**src/rtl/prim_stream_pkg.sv**
```systemverilog
// rtl/prim_stream_pkg.sv - shared types and helpers for the primitive byte stream
package prim_stream_pkg;

   typedef logic [7:0] byte_t;

   typedef enum logic {
      IDLE = 1'b0,
      SEND = 1'b1
   } ser_state_e;

   function automatic int bytes_of(int width);
      return width / 8;
   endfunction

endpackage

```
**src/rtl/prim_word_serializer.sv**
```systemverilog
// rtl/prim_word_serializer.sv - splits full-width words into an LSB-first byte stream
module prim_word_serializer
   import prim_stream_pkg::*;
#(
   parameter int WORD_W = 32,
   parameter int CNT_W  = 16
) (
   input  logic              clk,
   input  logic              rst_n,
   input  logic              in_valid,
   output logic              in_ready,
   input  logic [WORD_W-1:0] in_data,
   input  logic              in_last,
   output logic              out_valid,
   input  logic              out_ready,
   output logic [7:0]        out_data,
   output logic              out_last,
   output logic              busy,
   output logic [CNT_W-1:0]  word_count
);

   localparam int BYTES = bytes_of(WORD_W);
   localparam int IDX_W = $clog2(BYTES);
   localparam logic [IDX_W-1:0] LAST_IDX = IDX_W'(BYTES - 1);

   if (((WORD_W % 8) != 0) || (WORD_W < 16)) begin : g_bad_width
      $error("prim_word_serializer: WORD_W must be a multiple of 8 and at least 16");
   end

   ser_state_e        state;
   logic [WORD_W-1:0] word;
   logic [IDX_W-1:0]  idx;
   logic              frame_last;
   byte_t             cur_byte;
   logic              xfer;
   logic              accept;
   logic              at_last;

   assign out_valid = (state == SEND);
   assign busy      = (state == SEND);
   assign at_last   = (idx == LAST_IDX);
   assign xfer      = out_valid && out_ready;
   // Taking a new word in the final-byte cycle is what removes the bubble between words.
   assign in_ready  = (state == IDLE) || (xfer && at_last);
   assign accept    = in_valid && in_ready;
   assign cur_byte  = word[{idx, 3'b000} +: 8];
   assign out_data  = cur_byte;
   assign out_last  = out_valid && frame_last && at_last;

   always_ff @(posedge clk or negedge rst_n) begin
      if (!rst_n) begin
         state      <= IDLE;
         word       <= '0;
         idx        <= '0;
         frame_last <= 1'b0;
         word_count <= '0;
      end else begin
         case (state)
            IDLE: begin
               if (accept) begin
                  word       <= in_data;
                  frame_last <= in_last;
                  idx        <= '0;
                  state      <= SEND;
               end
            end
            SEND: begin
               if (xfer) begin
                  if (!at_last) begin
                     idx <= idx + IDX_W'(1);
                  end else begin
                     word_count <= word_count + CNT_W'(1);
                     idx        <= '0;
                     if (accept) begin
                        word       <= in_data;
                        frame_last <= in_last;
                     end else begin
                        state <= IDLE;
                     end
                  end
               end
            end
            default: state <= IDLE;
         endcase
      end
   end

endmodule

```
**config.mk**
```make
export PLATFORM = sky130hd
export DESIGN_NAME = prim_word_serializer
export DESIGN_NICKNAME = d
export VERILOG_FILES = /design/src/rtl/prim_stream_pkg.sv /design/src/rtl/prim_word_serializer.sv
export SDC_FILE = /design/constraint.sdc
export NUM_CORES = 1
export LEC_CHECK = 0
export BUFFER_PORTS_ARGS = -buffer_cell sky130_fd_sc_hd__buf_2
export CORE_MARGIN = 4
export CORE_UTILIZATION = 47
export DETAILED_ROUTE_END_ITERATION = 6
export PLACE_DENSITY = 0.81
export SYNTH_ARGS = -nofsm -noshare
export SYNTH_HDL_FRONTEND = slang
export SYNTH_SLANG_ARGS = --single-unit
```
**constraint.sdc**
```tcl
create_clock -name clk -period 1.58 [get_ports clk]
set_clock_uncertainty 0.15 [all_clocks]
set_input_delay 0.079 -clock clk [delete_from_list [all_inputs] [get_ports clk]]
set_output_delay 0.079 -clock clk [all_outputs]
set_load 0.05 [all_outputs]
```
==> tab_implementation.tex, run 1 <==
\begin{tabular}{lr}
\hline
Metric & Value \\
\hline
\multicolumn{2}{l}{\textbf{Power}} \\
Combinational cell fraction of total power & 0.560 \\
Fraction of power spent switching nets & 0.378 \\
Switching component of the power & 0.00267 W \\
P per Cell Area & 1860 nW/um\^{}2 \\
Power Internal & 0.00439 W \\
Leakage power total & 1.91 nW \\
Part of the power in registers & 0.311 \\
Power share of the clock group & 0.129 \\
Overall power consumption & 0.00706 W \\
Max VDD drop & 1.69 mV \\
\multicolumn{2}{l}{\textbf{Logic synthesis}} \\
Count of state elements after synthesis & 52 \\
Mapped Nets & 190 \\
Number of distinct library cells after synthesis & 26 \\
Yosys warning total & 0 \\
Sequential-to-total area share from yosys stat & 0.540 \\
Avg Inst Size Synth & 16.0 um\^{}2 \\
Number of instances in the synthesized netlist & 151 \\
Synthesized cell area & 2410 um\^{}2 \\
\multicolumn{2}{l}{\textbf{Floorplanning}} \\
Die extent in y & 79.6 um \\
Number of core rows & 25 \\
Die area & 6340 um\^{}2 \\
Standard cell core area & 4850 um\^{}2 \\
Initial cell density of the core & 0.497 \\
X dimension of the die & 79.6 um \\
IO Pins & 65 \\
\multicolumn{2}{l}{\textbf{Setup path}} \\
Required time worst endpoint & 1.35 ns \\
Type of element capturing the critical path & output port \\
Sort of element at the start of the critical path & flop \\
Arr. time, crit path & 1.65 ns \\
Peak fanout along the critical path & 5 \\
Type of the worst setup path & reg -> out \\
\multicolumn{2}{l}{\textbf{Layout}} \\
Synth-to-Final Area Change & 57.6\% \\
Antenna diode count & 0 \\
Leading cell types in the layout, fill and taps excluded & buf\_2 (54), dfrtp\_1 (40), dlygate4sd3\_1 (36) \\
Fraction of layout instances using a drive strength above 1 & 0.602 \\
Number of nets in the layout & 317 \\
Final standard cell count with taps included and fillers excluded & 346 \\
Final Util & 0.784 \\
Leading cell type in the layout, fill and taps excluded & buf\_2 \\
\multicolumn{2}{l}{\textbf{STA}} \\
Worst-case setup margin in the final layout & -0.299 ns \\
Count of final hold-check violations & 0 \\
Final number of max-transition violations & 0 \\
Actual slew at the worst max-slew pin & 0.274 ns \\
RSZ-0062 raised after global routing & true \\
Max-Slew Margin vs Limit & 0.817 \\
Maximum achievable frequency & 0.532 GHz \\
Setup TNS after final layout & -11.61 ns \\
Part of the cycle the worst path needs & 1.19 \\
Final number of setup-violating endpoints & 56 \\
Minimum clock period after layout & 1.88 ns \\
\multicolumn{2}{l}{\textbf{Placement}} \\
Port buffer count & 64 \\
Gp weighted congestion & 0.742 \\
Placed wire-length estimate after detailed placement & 3340 um \\
Placed Cells & 291 \\
Worst slack at placement & -0.0558 ns \\
\multicolumn{2}{l}{\textbf{Detailed routing}} \\
Wire length per cell after detailed routing & 16.5 um \\
Via count & 1730 \\
Number of design rule violations left after detail routing & 0 \\
First-pass iteration count of the detailed router & 4 \\
Total Wirelength & 5720 um \\
Avg Vias per Cell & 5.00 \\
Count of antenna-violating nets left after detailed routing & 0 \\
DRT iter0 DRCs & 58 \\
\multicolumn{2}{l}{\textbf{GRT}} \\
Wire length of the first global-routing pass & 9270 um \\
Global-route usage over all layers & 0.191 \\
Maximum number of pins on one net before global-route repair & 53 \\
Grt total ovfl & 0 \\
Initial antenna violation count & 0 \\
Vias in the first global route & 1889 \\
\multicolumn{2}{l}{\textbf{Clocking}} \\
Clock sinks & 52 \\
CTS Buf Count & 5 \\
CTS H-tree lvls & 2 \\
Later-pin clock latency in the skew report & 0.30 ns \\
TritonCTS clock tree & built \\
Clock slew seen by the registers of the worst setup and hold paths & 0.09 ns \\
Clock root buffer & clkbuf\_8 \\
Number of buffers on the longest clock path & 2 \\
\multicolumn{2}{l}{\textbf{Job}} \\
Count of maximum capacitance violations & 0 \\
\multicolumn{2}{l}{\textbf{Status}} \\
Failing checks & negative setup slack \\
Run status & complete, but fails checks \\
\multicolumn{2}{l}{\textbf{Min path}} \\
HP Class & in -> async \\
\hline
\end{tabular}
## final cells by class
class | instances | area, um^2
sequential | 52 | 1320
fill | 269 | 1050
clock buffer | 5 | 68.8
clock inverter | 3 | 42.5
multi-input combinational | 92 | 1180
timing repair buffer | 127 | 1110
tap | 67 | 83.8
## state kept, by name, indices dropped and copies added (netlist names)
| signal | count |
|---|---|
| idx | 2 |
| frame_last | 1 |
| word | 32 |
| word_count | 16 |
| busy | 1 |
## metal layers
metal | wire [um] | GRT usage | vias up
met5 | 0 | 0 | -
met4 | 72 | 0.0481 | 0
met3 | 328 | 0.0463 | 9
met2 | 3020 | 0.337 | 57
met1 | 2300 | 0.232 | 867
li1 | - | - | 797
## worst max-delay path: stages (launching register included)
cell,delay [ns]
dfrtp_1,0.39
buf_6,0.12
buf_8,0.13
mux4_2,0.53
buf_8,0.17
## power groups by stage
stage | logic (W) | registers [W] | clock network [W]
floorplan | 0.00229 | 0.00228 | 0
global placement | 0.00304 | 0.00216 | 0
detailed placement | 0.00311 | 0.00217 | 0
CTS | 0.00383 | 0.00217 | 0.000926
global route | 0.00415 | 0.00226 | 0.000979
finish | 0.00395 | 0.00220 | 0.000907
## per-stage QoR
stage	hold WS, ns	cell area, um^2
CTS	0.152	3640
detailed placement	-0.0498	2970
finish	0.129	3800
floorplan	-0.367	2480
global placement	-0.0576	2970
global route	0.159	3800
## cells in the mapped netlist (all sizes together)
cell	n	share of area
xor2	6	0.022
mux2i	1	0.0042
nand4	4	0.017
nand2b	1	0.0026
nand2	8	0.017
nor2	3	0.0047
buf	7	0.023
and3	4	0.010
ha	2	0.010
nand3	6	0.012
mux2	34	0.21
dfrtp	52	0.54
nor3	3	0.013
xnor2	9	0.033
a32o	2	0.0083
mux4	8	0.075
and4	1	0.0036
## kinds of logic after synthesis
family          share of synthesized area
fa+ha+maj                          0.0104
buf+inv                            0.0228
xor+xnor                           0.0545
compound gates                    0.00830
mux                                 0.284
flops                               0.540
simple gates                       0.0799
## final timing paths
kind,depth (start not counted),end,slack (ns),start
setup / recovery,4,out_data[6],-0.30,idx[0]
hold / removal,3,word[25],0.13,rst_n
setup reg to reg,8,word[5],-0.26,idx[0]
hold reg to reg,1,word_count[15],0.32,word_count[15]
max in group asynchronous,3,word_count[2],0.90,rst_n
min in group clk,1,word_count[15],0.32,word_count[15]
## repair_timing
| item | in CTS | in global routing |
|---|---|---|
| cloned | 1 | 2 |
| hold buffers | 36 | 0 |
| setup buffers | 4 | 4 |
| gates resized for setup | 40 | 14 |
| endpoints found under the setup margin | 42 | 56 |
| hold endpoints to repair | 87 | 0 |
| pin swaps | 3 | 7 |
No activity file was read; power rests on OpenSTA's default activity.
==> run 2, diff against run 1 <==
--- a/config.mk
+++ b/config.mk
@@ -13,3 +13,4 @@
 export SYNTH_ARGS = -nofsm -noshare
 export SYNTH_HDL_FRONTEND = slang
 export SYNTH_SLANG_ARGS = --single-unit
+export TNS_END_PERCENT = 10
==> run 2 against run 1 <==
The flow still finishes with violations (negative setup slack); non-clock buffer count shrank 11; highest routed layer unchanged; final cell count shrank 3.2%; first-iteration DRC count grew 57%; fmax grew 5.5%; die area is the same; sequential power is essentially flat; utilization shrank 4.9 points; critical path depth shrank 1; register-to-register slack gained 0.15 ns; clock-buffer cell count grew 2; critical endpoint is now out_data[0]; wire length shrank 5.9%.
==> tab_implementation.tex, run 2 (same netlist as run 1, synthesis figures left out) <==
\begin{tabular}{lr}
\hline
Metric & Value \\
\hline
\multicolumn{2}{l}{\textbf{Detailed routing}} \\
Number of design rule violations left after detail routing & 0 (unchanged) \\
Via count & 1664 (was 1730) \\
First-pass iteration count of the detailed router & 4 (unchanged) \\
Avg Vias per Cell & 4.97 (was 5.00) \\
Count of antenna-violating nets left after detailed routing & 0 (unchanged) \\
Wire length per cell after detailed routing & 16.1 um (was 16.5 um) \\
Total Wirelength & 5380 um (was 5720 um) \\
DRT iter0 DRCs & 91 (was 58) \\
\multicolumn{2}{l}{\textbf{Power}} \\
Leakage power total & 1.80 nW (was 1.91 nW) \\
Max VDD drop & 1.72 mV (was 1.69 mV) \\
P per Cell Area & 1880 nW/um\^{}2 (was 1860 nW/um\^{}2) \\
Overall power consumption & 0.00672 W (was 0.00706 W) \\
\multicolumn{2}{l}{\textbf{Placement}} \\
Placed Cells & 290 (was 291) \\
Port buffer count & 64 (unchanged) \\
Worst slack at placement & -0.0259 ns (was -0.0558 ns) \\
Gp weighted congestion & 0.760 (was 0.742) \\
Placed wire-length estimate after detailed placement & 3420 um (was 3340 um) \\
\multicolumn{2}{l}{\textbf{GRT}} \\
Wire length of the first global-routing pass & 9120 um (was 9270 um) \\
Grt total ovfl & 0 (unchanged) \\
Initial antenna violation count & 0 (unchanged) \\
Vias in the first global route & 1910 (was 1889) \\
Global-route usage over all layers & 0.184 (was 0.191) \\
Maximum number of pins on one net before global-route repair & 53 (unchanged) \\
\multicolumn{2}{l}{\textbf{Setup path}} \\
Buf/Inv on CP & 2 (was 3) \\
Sort of element at the start of the critical path & flop (unchanged) \\
Peak fanout along the critical path & 10 (was 5) \\
Reg-to-reg startpoint & idx[0] (unchanged) \\
Cells along the critical path & buf\_12 -> mux4\_2 -> buf\_6 (was buf\_6 -> buf\_8 -> mux4\_2 -> buf\_8) \\
Worst setup path startpoint & idx[0] (unchanged) \\
Reg2reg setup slack & -0.11 ns (was -0.26 ns) \\
Max incr delay on CP & 0.52 ns (was 0.53 ns) \\
Cell family with most CP delay & multiplexers (unchanged) \\
Worst reg2reg path endpoint & word\_count[6] (was word[5]) \\
Type of element capturing the critical path & output port (unchanged) \\
Required time worst endpoint & 1.35 ns (about the same) \\
Critical Path Slowest Stage Cell & mux4\_2 (unchanged) \\
Depth of the worst register-to-register path & 7 (was 8) \\
Cell count along the critical path & 3 (was 4) \\
Arr. time, crit path & 1.55 ns (was 1.65 ns) \\
Type of the worst setup path & reg -> out (unchanged) \\
\multicolumn{2}{l}{\textbf{Min path}} \\
HP Class & in -> async (unchanged) \\
\multicolumn{2}{l}{\textbf{Floorplanning}} \\
Die extent in y & 79.6 um (unchanged) \\
Number of core rows & 25 (unchanged) \\
Die area & 6340 um\^{}2 (unchanged) \\
IO Pins & 65 (unchanged) \\
X dimension of the die & 79.6 um (unchanged) \\
Standard cell core area & 4850 um\^{}2 (unchanged) \\
Initial cell density of the core & 0.497 (unchanged) \\
\multicolumn{2}{l}{\textbf{STA}} \\
Minimum clock period after layout & 1.78 ns (was 1.88 ns) \\
Maximum achievable frequency & 0.561 GHz (was 0.532 GHz) \\
Final number of setup-violating endpoints & 55 (was 56) \\
RSZ-0062 raised after global routing & true (unchanged) \\
Worst-case setup margin in the final layout & -0.202 ns (was -0.299 ns) \\
Max-Slew Margin vs Limit & 0.814 (was 0.817) \\
Actual slew at the worst max-slew pin & 0.278 ns (was 0.274 ns) \\
Count of final hold-check violations & 0 (unchanged) \\
Setup TNS after final layout & -5.40 ns (was -11.61 ns) \\
Part of the cycle the worst path needs & 1.13 (was 1.19) \\
Final number of max-transition violations & 0 (unchanged) \\
\multicolumn{2}{l}{\textbf{Status}} \\
Failing checks & negative setup slack (unchanged) \\
Run status & complete, but fails checks (unchanged) \\
\multicolumn{2}{l}{\textbf{Layout}} \\
Number of nets in the layout & 306 (was 317) \\
Leading cell type in the layout, fill and taps excluded & buf\_2 (unchanged) \\
Register containing the most flip-flops in the final layout & word (unchanged) \\
Number of flip-flops under the largest register name & 32 (unchanged) \\
Synth-to-Final Area Change & 47.8\% (was 57.6\%) \\
Fraction of layout instances using a drive strength above 1 & 0.560 (was 0.602) \\
Leading cell types in the layout, fill and taps excluded & buf\_2 (54), dfrtp\_1 (40), dlygate4sd3\_1 (36) (unchanged) \\
Registers with the most flip-flops & word: 32 flops, word\_count: 16 flops, idx: 2 flops (unchanged) \\
Antenna diode count & 0 (unchanged) \\
Final standard cell count with taps included and fillers excluded & 335 (was 346) \\
\multicolumn{2}{l}{\textbf{Clocking}} \\
Number of buffers on the longest clock path & 2 (unchanged) \\
TritonCTS clock tree & built (unchanged) \\
Clock root buffer & clkbuf\_8 (unchanged) \\
CTS H-tree lvls & 2 (unchanged) \\
Clock sinks & 52 (unchanged) \\
Later-pin clock latency in the skew report & 0.29 ns (was 0.30 ns) \\
CTS Buf Count & 5 (unchanged) \\
Clock slew seen by the registers of the worst setup and hold paths & 0.09 ns (about the same) \\
\multicolumn{2}{l}{\textbf{Job}} \\
Count of maximum capacitance violations & 0 (unchanged) \\
\hline
\end{tabular}
run 2: cell count changes in the layout (fill, tap and decap cells not counted), sizes merged:
cell      before  now
clkinvlp       1    0
buf           89   80
clkinv         1    0
run 2: report_power, final:
group	switching [W]	internal (W)
Clock	0.000423	0.000559
Combinational	0.00174	0.00180
Sequential	0.000347	0.00185
run 2: final cells by class:
type	count	area (um^2)
clock inverter	1	30.0
tap	67	83.8
timing repair buffer	116	926
clock buffer	7	96.3
fill	304	1280
sequential	52	1320
multi-input combinational	92	1110
run 2: routing by layer:
metal  vias up  GRT usage  share of wire
li1        773          -              -
met2        60      0.337           0.54
met5         -          0              0
met4         0     0.0412          0.011
met3         9     0.0440          0.064
met1       822      0.216           0.39
run 2: tightest hold or removal path, stage by stage:
cell,delay (ns)
dlygate4sd3_1,0.53
buf_2,0.13
buf_12,0.26
run 2: per-stage QoR:
stage	area [um^2]	hold WS, ns	util
floorplan	2480	-0.367	-
global placement	2970	-0.0571	0.613
detailed placement	2970	-0.0467	0.613
CTS	3560	0.164	0.734
global route	3560	0.198	0.735
finish	3560	0.166	0.735
run 2: worst max-delay path by stage:
stage,end,slack [ns]
2_1_floorplan,frame_last,-0.06
3_3_place_gp,word[19],0.01
3_5_place_dp,word_count[6],-0.03
4_1_cts,out_data[0],-0.23
5_1_grt,out_data[3],-0.28
6_report,out_data[0],-0.20
run 2: repair_timing:
action,4_1_cts,5_1_grt
resized for setup,26,1
hold buffers,36,0
endpoints found under the hold margin,88,0
setup buffers,1,0
pin swaps,3,2
gates cloned,0,0
setup endpoints to repair,30,57
==> run 3, diff against run 2 <==
--- a/config.mk
+++ b/config.mk
@@ -5,7 +5,7 @@
 export SDC_FILE = /design/constraint.sdc
 export NUM_CORES = 1
 export LEC_CHECK = 0
-export BUFFER_PORTS_ARGS = -buffer_cell sky130_fd_sc_hd__buf_2
+export BUFFER_PORTS_ARGS = -buffer_cell sky130_fd_sc_hd__buf_4
 export CORE_MARGIN = 4
 export CORE_UTILIZATION = 47
 export DETAILED_ROUTE_END_ITERATION = 6
==> run 3 against run 2 <==
The flow still finishes with violations (negative setup slack); clock-buffer cell count fell by 1; final cell count rose by 0.60%; global-route usage rose by 0.76 points; critical path depth did not move; hold slack improved by 0.023 ns; combinational power rose by 2%; total power rose by 0.50%; sequential cell count did not move; non-clock buffer count rose by 2; sequential power barely moved; wire length rose by 6.5%; utilization rose by 2.3 points; largest cell class unchanged.
==> tab_implementation.tex, run 3 (same netlist as run 1, synthesis figures left out) <==
\begin{tabular}{lr}
\hline
Metric & Value \\
\hline
\multicolumn{2}{l}{\textbf{Floorplanning}} \\
X dimension of the die & 79.6 um (unchanged) \\
Initial cell density of the core & 0.497 (unchanged) \\
Number of core rows & 25 (unchanged) \\
Die area & 6340 um\^{}2 (unchanged) \\
Standard cell core area & 4850 um\^{}2 (unchanged) \\
Die extent in y & 79.6 um (unchanged) \\
IO Pins & 65 (unchanged) \\
\multicolumn{2}{l}{\textbf{Detailed routing}} \\
Total Wirelength & 5730 um (was 5380 um) \\
DRT iter0 DRCs & 53 (was 91) \\
Via count & 1701 (was 1664) \\
Count of antenna-violating nets left after detailed routing & 0 (unchanged) \\
Number of design rule violations left after detail routing & 0 (unchanged) \\
First-pass iteration count of the detailed router & 4 (unchanged) \\
Avg Vias per Cell & 5.05 (was 4.97) \\
Wire length per cell after detailed routing & 17.0 um (was 16.1 um) \\
\multicolumn{2}{l}{\textbf{STA}} \\
RSZ-0062 raised after global routing & true (unchanged) \\
Worst-case setup margin in the final layout & -0.238 ns (was -0.202 ns) \\
Maximum achievable frequency & 0.550 GHz (was 0.561 GHz) \\
Final number of setup-violating endpoints & 52 (was 55) \\
Minimum clock period after layout & 1.82 ns (was 1.78 ns) \\
Actual slew at the worst max-slew pin & 0.627 ns (was 0.278 ns) \\
Setup TNS after final layout & -4.93 ns (was -5.40 ns) \\
Part of the cycle the worst path needs & 1.15 (was 1.13) \\
Final number of max-transition violations & 0 (unchanged) \\
Max-Slew Margin vs Limit & 0.582 (was 0.814) \\
Worst Hold Margin & 0.189 ns (was 0.166 ns) \\
Count of final hold-check violations & 0 (unchanged) \\
\multicolumn{2}{l}{\textbf{Min path}} \\
HP Class & in -> async (unchanged) \\
\multicolumn{2}{l}{\textbf{Clocking}} \\
Number of buffers on the longest clock path & 2 (unchanged) \\
CTS Buf Count & 5 (unchanged) \\
Later-pin clock latency in the skew report & 0.31 ns (was 0.29 ns) \\
CTS H-tree lvls & 2 (unchanged) \\
Clock root buffer & clkbuf\_8 (unchanged) \\
Clock slew seen by the registers of the worst setup and hold paths & 0.09 ns (about the same) \\
TritonCTS clock tree & built (unchanged) \\
Clock sinks & 52 (unchanged) \\
\multicolumn{2}{l}{\textbf{Layout}} \\
Number of flip-flops under the largest register name & 32 (unchanged) \\
Registers with the most flip-flops & word: 32 flops, word\_count: 16 flops, idx: 2 flops (unchanged) \\
Register containing the most flip-flops in the final layout & word (unchanged) \\
Antenna diode count & 0 (unchanged) \\
Number of nets in the layout & 308 (was 306) \\
Fin area & 3680 um\^{}2 (was 3560 um\^{}2) \\
Leading cell type in the layout, fill and taps excluded & buf\_4 (was buf\_2) \\
Synth-to-Final Area Change & 52.5\% (was 47.8\%) \\
Leading cell types in the layout, fill and taps excluded & buf\_4 (69), dfrtp\_1 (39), dlygate4sd3\_1 (36) (was buf\_2 (54), dfrtp\_1 (40), dlygate4sd3\_1 (36)) \\
Fraction of layout instances using a drive strength above 1 & 0.559 (was 0.560) \\
\multicolumn{2}{l}{\textbf{Placement}} \\
Worst slack at placement & -0.0149 ns (was -0.0259 ns) \\
Placed wire-length estimate after detailed placement & 3620 um (was 3420 um) \\
Post-placement cell area & 3130 um\^{}2 (was 2970 um\^{}2) \\
Port buffer count & 64 (unchanged) \\
Gp weighted congestion & 0.740 (was 0.760) \\
\multicolumn{2}{l}{\textbf{Setup path}} \\
Critical Path Slowest Stage Cell & mux4\_2 (unchanged) \\
Max incr delay on CP & 0.51 ns (was 0.52 ns) \\
Peak fanout along the critical path & 5 (was 10) \\
Type of element capturing the critical path & output port (unchanged) \\
Type of the worst setup path & reg -> out (unchanged) \\
Arr. time, crit path & 1.59 ns (was 1.55 ns) \\
Cells along the critical path & clkbuf\_16 -> mux4\_2 -> buf\_6 (was buf\_12 -> mux4\_2 -> buf\_6) \\
Required time worst endpoint & 1.35 ns (about the same) \\
Depth of the worst register-to-register path & 6 (was 7) \\
Sort of element at the start of the critical path & flop (unchanged) \\
Reg2reg setup slack & -0.15 ns (was -0.11 ns) \\
\multicolumn{2}{l}{\textbf{GRT}} \\
Wire length of the first global-routing pass & 9250 um (was 9120 um) \\
Grt total ovfl & 0 (unchanged) \\
Maximum number of pins on one net before global-route repair & 53 (unchanged) \\
Initial antenna violation count & 0 (unchanged) \\
Global-route usage over all layers & 0.192 (was 0.184) \\
Vias in the first global route & 1853 (was 1910) \\
\multicolumn{2}{l}{\textbf{Power}} \\
Max VDD drop & 1.39 mV (was 1.72 mV) \\
Leakage power total & 1.83 nW (was 1.80 nW) \\
P per Cell Area & 1840 nW/um\^{}2 (was 1880 nW/um\^{}2) \\
Overall power consumption & 0.00675 W (was 0.00672 W) \\
\multicolumn{2}{l}{\textbf{Job}} \\
Count of maximum capacitance violations & 0 (unchanged) \\
\multicolumn{2}{l}{\textbf{Status}} \\
Failing checks & negative setup slack (unchanged) \\
Run status & complete, but fails checks (unchanged) \\
\hline
\end{tabular}
run 3: repair_timing:
action | 4_1_cts | 5_1_grt
setup endpoints to repair | 41 | 52
hold buffers | 36 | 0
endpoints found under the hold margin | 90 | 0
setup buffers | 0 | 0
gates cloned | 0 | 1
pin swaps | 1 | 0
gates resized for setup | 11 | 2
run 3: power breakdown:
part	total (W)	internal (W)	switching, W
Clock	0.000913	0.000471	0.000442
Combinational	0.00360	0.00185	0.00175
Sequential	0.00223	0.00185	0.000382
run 3: path summary, 6_finish.rpt:
kind,from,end
min,rst_n,word_count[12]
min reg2reg,word_count[15],word_count[15]
min in group clk,word_count[15],word_count[15]
max in group asynchronous,rst_n,word_count[8]
max,idx[0],out_data[7]
max reg2reg,idx[0],word_count[10]
run 3: metal layers:
metal | GRT usage | vias up | part of all wire
li1 | - | 777 | -
met1 | 0.227 | 858 | 0.40
met2 | 0.340 | 58 | 0.53
met3 | 0.0564 | 8 | 0.060
met4 | 0.0464 | 0 | 0.010
met5 | 0 | - | 0
run 3: through the flow:
stage | utilization | std cells
final | 0.758 | 337
after global routing | 0.758 | 337
after CTS | 0.752 | 336
after detailed placement | 0.646 | 292
after global placement | 0.646 | 292
after floorplan | - | 151
run 3: worst max-delay path, delay by kind of cell, from the launching register on:
kind / cells / cell delay [ns]
DFF: 1 / 0.43
muxes: 1 / 0.51
buffers and inverters: 2 / 0.34
run 3: final cells by class:
class	instances	area, um^2
clock buffer	6	72.6
fill	310	1170
sequential	52	1320
clock inverter	2	35.0
timing repair buffer	118	1070
multi-input combinational	92	1090
tap	67	83.8
